`src/rtl/pebble_run_ctrl.sv`:
```
// Run controller for the Pebble core: owns core reset, sequences a run, arbitrates the data memory port.
// Memory mux is combinational; run status (done/timeout/cycle_count) is registered.
module pebble_run_ctrl #(
    parameter int unsigned ADDR_W       = 8,
    parameter int unsigned DATA_W       = 8,
    parameter int unsigned CNT_W        = 16,
    parameter int unsigned RESET_CYCLES = 2,
    parameter int unsigned MAX_CYCLES   = 16'hFFFF
) (
    input  logic              clk,
    input  logic              reset_n,
    input  logic              start,
    input  logic              core_done,
    output logic              core_reset,
    input  logic              core_we,
    input  logic [ADDR_W-1:0] core_addr,
    input  logic [DATA_W-1:0] core_wdata,
    input  logic              host_req,
    input  logic              host_we,
    input  logic [ADDR_W-1:0] host_addr,
    input  logic [DATA_W-1:0] host_wdata,
    output logic              host_gnt,
    output logic [DATA_W-1:0] host_rdata,
    output logic              mem_we,
    output logic [ADDR_W-1:0] mem_addr,
    output logic [DATA_W-1:0] mem_wdata,
    input  logic [DATA_W-1:0] mem_rdata,
    output logic              busy,
    output logic              done,
    output logic              timeout,
    output logic [CNT_W-1:0]  cycle_count
);
    localparam int unsigned       RW       = (RESET_CYCLES > 1) ? $clog2(RESET_CYCLES) : 1;
    localparam logic [RW-1:0]     RST_LOAD = RW'(RESET_CYCLES - 1);
    localparam logic [CNT_W-1:0]  CNT_LAST = CNT_W'(MAX_CYCLES - 1);

    typedef enum logic [1:0] {S_IDLE, S_RESET, S_RUN, S_DONE} state_t;

    state_t            r_state, w_state_nxt;
    logic              r_start_q;
    logic [RW-1:0]     r_rst_cnt, w_rst_cnt_nxt;
    logic [CNT_W-1:0]  r_cycle_count, w_cycle_count_nxt;
    logic              r_done, w_done_nxt;
    logic              r_timeout, w_timeout_nxt;
    logic              w_start_pulse;

    assign w_start_pulse = start & ~r_start_q;

    always_ff @(posedge clk or negedge reset_n) begin
        if (!reset_n) begin
            r_state       <= S_IDLE;
            r_start_q     <= 1'b0;
            r_rst_cnt     <= '0;
            r_cycle_count <= '0;
            r_done        <= 1'b0;
            r_timeout     <= 1'b0;
        end else begin
            r_state       <= w_state_nxt;
            r_start_q     <= start;
            r_rst_cnt     <= w_rst_cnt_nxt;
            r_cycle_count <= w_cycle_count_nxt;
            r_done        <= w_done_nxt;
            r_timeout     <= w_timeout_nxt;
        end
    end

    always_comb begin
        w_state_nxt       = r_state;
        w_rst_cnt_nxt     = r_rst_cnt;
        w_cycle_count_nxt = r_cycle_count;
        w_done_nxt        = r_done;
        w_timeout_nxt     = r_timeout;
        case (r_state)
            S_IDLE, S_DONE: begin
                if (w_start_pulse) begin
                    w_state_nxt       = S_RESET;
                    w_rst_cnt_nxt     = RST_LOAD;
                    w_cycle_count_nxt = '0;
                    w_done_nxt        = 1'b0;
                    w_timeout_nxt     = 1'b0;
                end
            end
            S_RESET: begin
                if (r_rst_cnt == '0) begin
                    w_state_nxt = S_RUN;
                end else begin
                    w_rst_cnt_nxt = r_rst_cnt - 1'b1;
                end
            end
            S_RUN: begin
                w_cycle_count_nxt = r_cycle_count + 1'b1;
                // core_done is checked first so a finish on the limit cycle is not a timeout
                if (core_done) begin
                    w_state_nxt = S_DONE;
                    w_done_nxt  = 1'b1;
                end else if (r_cycle_count == CNT_LAST) begin
                    w_state_nxt   = S_DONE;
                    w_done_nxt    = 1'b1;
                    w_timeout_nxt = 1'b1;
                end
            end
            default: w_state_nxt = S_IDLE;
        endcase
    end

    always_comb begin
        host_gnt  = 1'b0;
        mem_we    = 1'b0;
        mem_addr  = host_addr;
        mem_wdata = host_wdata;
        case (r_state)
            S_RUN: begin
                mem_we    = core_we;
                mem_addr  = core_addr;
                mem_wdata = core_wdata;
            end
            S_IDLE, S_DONE: begin
                host_gnt = host_req;
                mem_we   = host_req & host_we;
            end
            default: begin
                host_gnt = 1'b0;
                mem_we   = 1'b0;
            end
        endcase
    end

    assign host_rdata  = mem_rdata;
    assign core_reset  = (r_state != S_RUN);
    assign busy        = (r_state == S_RESET) || (r_state == S_RUN);
    assign done        = r_done;
    assign timeout     = r_timeout;
    assign cycle_count = r_cycle_count;

endmodule

```
`config.mk`:
```
export PLATFORM = sky130hd
export DESIGN_NAME = pebble_run_ctrl
export DESIGN_NICKNAME = d
export VERILOG_FILES = /design/src/rtl/pebble_run_ctrl.sv
export SDC_FILE = /design/constraint.sdc
export NUM_CORES = 1
export LEC_CHECK = 0
export ABC_AREA = 1
export BUFFER_PORTS_ARGS = -buffer_cell sky130_fd_sc_hd__buf_4
export CAP_MARGIN = 25
export CORE_MARGIN = 2
export CORE_UTILIZATION = 40
export CTS_CLUSTER_SIZE = 10
export DETAILED_ROUTE_END_ITERATION = 10
export PLACE_DENSITY = 0.82
export SYNTH_ARGS = -nofsm -noshare
export SYNTH_HDL_FRONTEND = slang
export SYNTH_SLANG_ARGS = --single-unit
```
`constraint.sdc`:
```
create_clock -name clk -period 3.4 [get_ports clk]
set_clock_uncertainty 0.1 [all_clocks]
set_input_delay 0.68 -clock clk [delete_from_list [all_inputs] [get_ports clk]]
set_output_delay 0.68 -clock clk [all_outputs]
set_load 0.01 [all_outputs]
```
==> results.tsv <==
metric	value	unit
synthTopCellsByCount	nand2_1 (90), inv_1 (31), dfrtp_1 (22), nor2_1 (22), nand3_1 (11)	
drive_above_1_share	28.9	%
antenna_found_initial	0	
crit_type	register to output port	
syn2layout_area_growth	37.9	%
muxShareOfSynthArea	0	%
critical_path.most_common_cell	nand2_1	
nNetsFinal	358	
root_buffer	clkbuf_8	
diodes	0	
start_util	42.0	%
yosysTopAreaCell	dfrtp_1	
wl_met2	2140	microns
synthTopCellsByArea	dfrtp_1 (36%), nand2_1 (22%), inv_1 (7.5%), nor2_1 (5.3%), buf_4 (4.4%)	
cts_tree	done	
die_h	66.3	microns
synthFlopType	dfrtp_1	
status	completed	
grt_max_degree	23	
critPathTopFamily	buffers and inverters	
yosys.area.top_type_share	35.5	%
synth.most_common_cell	nand2_1	
grt_pass1_vias	1565	
clkSinkCount	22	
path_buf_inv	3	
ir_drop	0.441	mV
cp.required	2.62	ns
grt_pass1_wl	6550	microns
hold_class	input pin to async pin	
multi_input_area	781	sq um
hold_viol_final	0	
finalSetupTns	0	ns
p_leak	1.17	nW
clockBufferDepth	2	
wl_met1	1700	microns
synth.distinct_cells	26	
path_cells	inv_1 > ha_1 > clkinv_1 > nand2_1 > nand2_1 > buf_4	
regToRegSetupSlack	1.40	ns
synth_compound_area_share	8.23	%
routed_wl	4240	microns
synth-xor-area-share	0	%
drv_slew	0	
post-route-period-util	75.2	%
placed_cells	349	
cts_max_level	1	
cts_setup_buffers	0	
cp_max_fo	19	
drv_cap	0	
post-route-drc-count	0	
fill_cells	367	
worst_pin_slew	0.491	ns
synthCells	237	
die_w	66.3	microns
postSynthAreaPerCell	6.54	sq um
slew_headroom	67.1	%
final_cell_count_no_fill	352	
syn_area	1550	sq um
die_area	4390	sq um
wl_per_cell	12.0	microns
fmax	391	MHz
rsz0062_at_grt	false	
powerDensity	582	nW/um^2
vias_per_cell	4.87	
place.gp.congestion	0.869	
hpwl	3450	microns
overflow	0	
synth-adder-area-share	4.04	%
finalPower	0.00124	W
synth_top_family_by_area	simple AND/OR/NAND/NOR gates	
finalCriticalPeriod	2.56	ns
cts-buffers-inserted	3	
wl_met3	321	microns
seq_area	551	sq um
crit_slowest_cell	dfrtp_1	
setup_violations	0	
vias	1714	
synth_edf_count	0	
critPathMaxStageDelay	0.42	ns
crit_arrival	1.78	ns
hold_slack	0.190	ns
ys_ff_latch	22	
path_clk_slew	0.08	ns
core	3690	sq um
synthArstFlopShare	100	%
insertion_delay	0.26	ns
io_pins	93	
first_pass_iters	4	
routed.top_layer	met4	
syn_nets	289	
cp-end-kind	output port	
ys_warn_count	0	
io_buffers	76	
ctsResizeCount	0	
drt_iter0_markers	72	
row_count	22	
cts_hold_buf	0	
postRouteAntennaNets	0	
synth-seq-area-share	35.5	%
start_kind	register	
synthSimpleGateAreaFrac	38.1	%
grt_usage	19.5	%
[power breakdown]
part	switching, W	internal [W]
registers	0.0000449	0.000307
logic	0.000420	0.000307
clock network	0.0000857	0.0000792
total	0.000551	0.000694
[placed cells by master (no fill, tap or decap), drive strengths merged, types with 2 or more instances in the layout]
master  count
ha          5
buf        77
a21oi      10
inv        32
nor3        6
clkbuf      3
nor2       24
a22oi       2
o21ai       9
nand2      92
nand3      12
dfrtp      22
nand4       6
[routing by layer]
layer,GRT usage [%],up-vias
li1,-,865
met2,35.8,77
met1,22.3,766
met4,8.67,0
met5,0,-
met3,2.56,6
[per-stage QoR]
| step | util, % | cell area [sq um] | worst slack (ns) |
|---|---|---|---|
| after floorplan | - | 1550 | 1.32 |
| after global placement | 56.8 | 2100 | 1.14 |
| after detailed placement | 56.8 | 2100 | 1.11 |
| after CTS | 57.9 | 2140 | 0.816 |
| after global routing | 57.9 | 2140 | 0.680 |
| final | 57.9 | 2140 | 0.842 |
[kinds of logic after synthesis]
family                     count (synthesis)
and+or+nand+nor                          141
buffers and inverters                     46
AOI/OAI and AO/OA                         23
DFF                                       22
adders and majority gates                  5
[flip-flops by register name (all words and copies together) (netlist names)]
register and cells:
cycle_count 16, done 1, r_rst_cnt 1, r_start_q 1
r_state 2, timeout 1
[path summary, 6_finish.rpt]
path                            start              end  cells after the start
min in group clk                 done             done                      2
min reg2reg                      done             done                      2
max in group asynchronous     reset_n  cycle_count[13]                      1
max reg2reg                r_state[0]   cycle_count[8]                      9
max                        r_state[0]     mem_wdata[7]                      6
min                           reset_n   cycle_count[6]                      1
[worst reg2reg max path, stage by stage, from the launching register on]
cell and delay [ns]:
dfrtp_1 0.40, inv_1 0.07, ha_1 0.38, inv_1 0.13, nand2_1 0.07, nand2_2 0.23, nand3_1 0.20, o21ai_0 0.18
nand2_1 0.06, nor2_1 0.10
[cell type report]
| class | instances | area share [%] |
|---|---|---|
| Tap cell | 48 | 2.81 |
| Multi-Input combinational cell | 169 | 36.5 |
| Inverter | 33 | 5.91 |
| Clock buffer | 3 | 1.93 |
| Timing Repair Buffer | 77 | 27.0 |
| Sequential cell | 22 | 25.8 |
No activity file was read; power rests on OpenSTA's default activity.
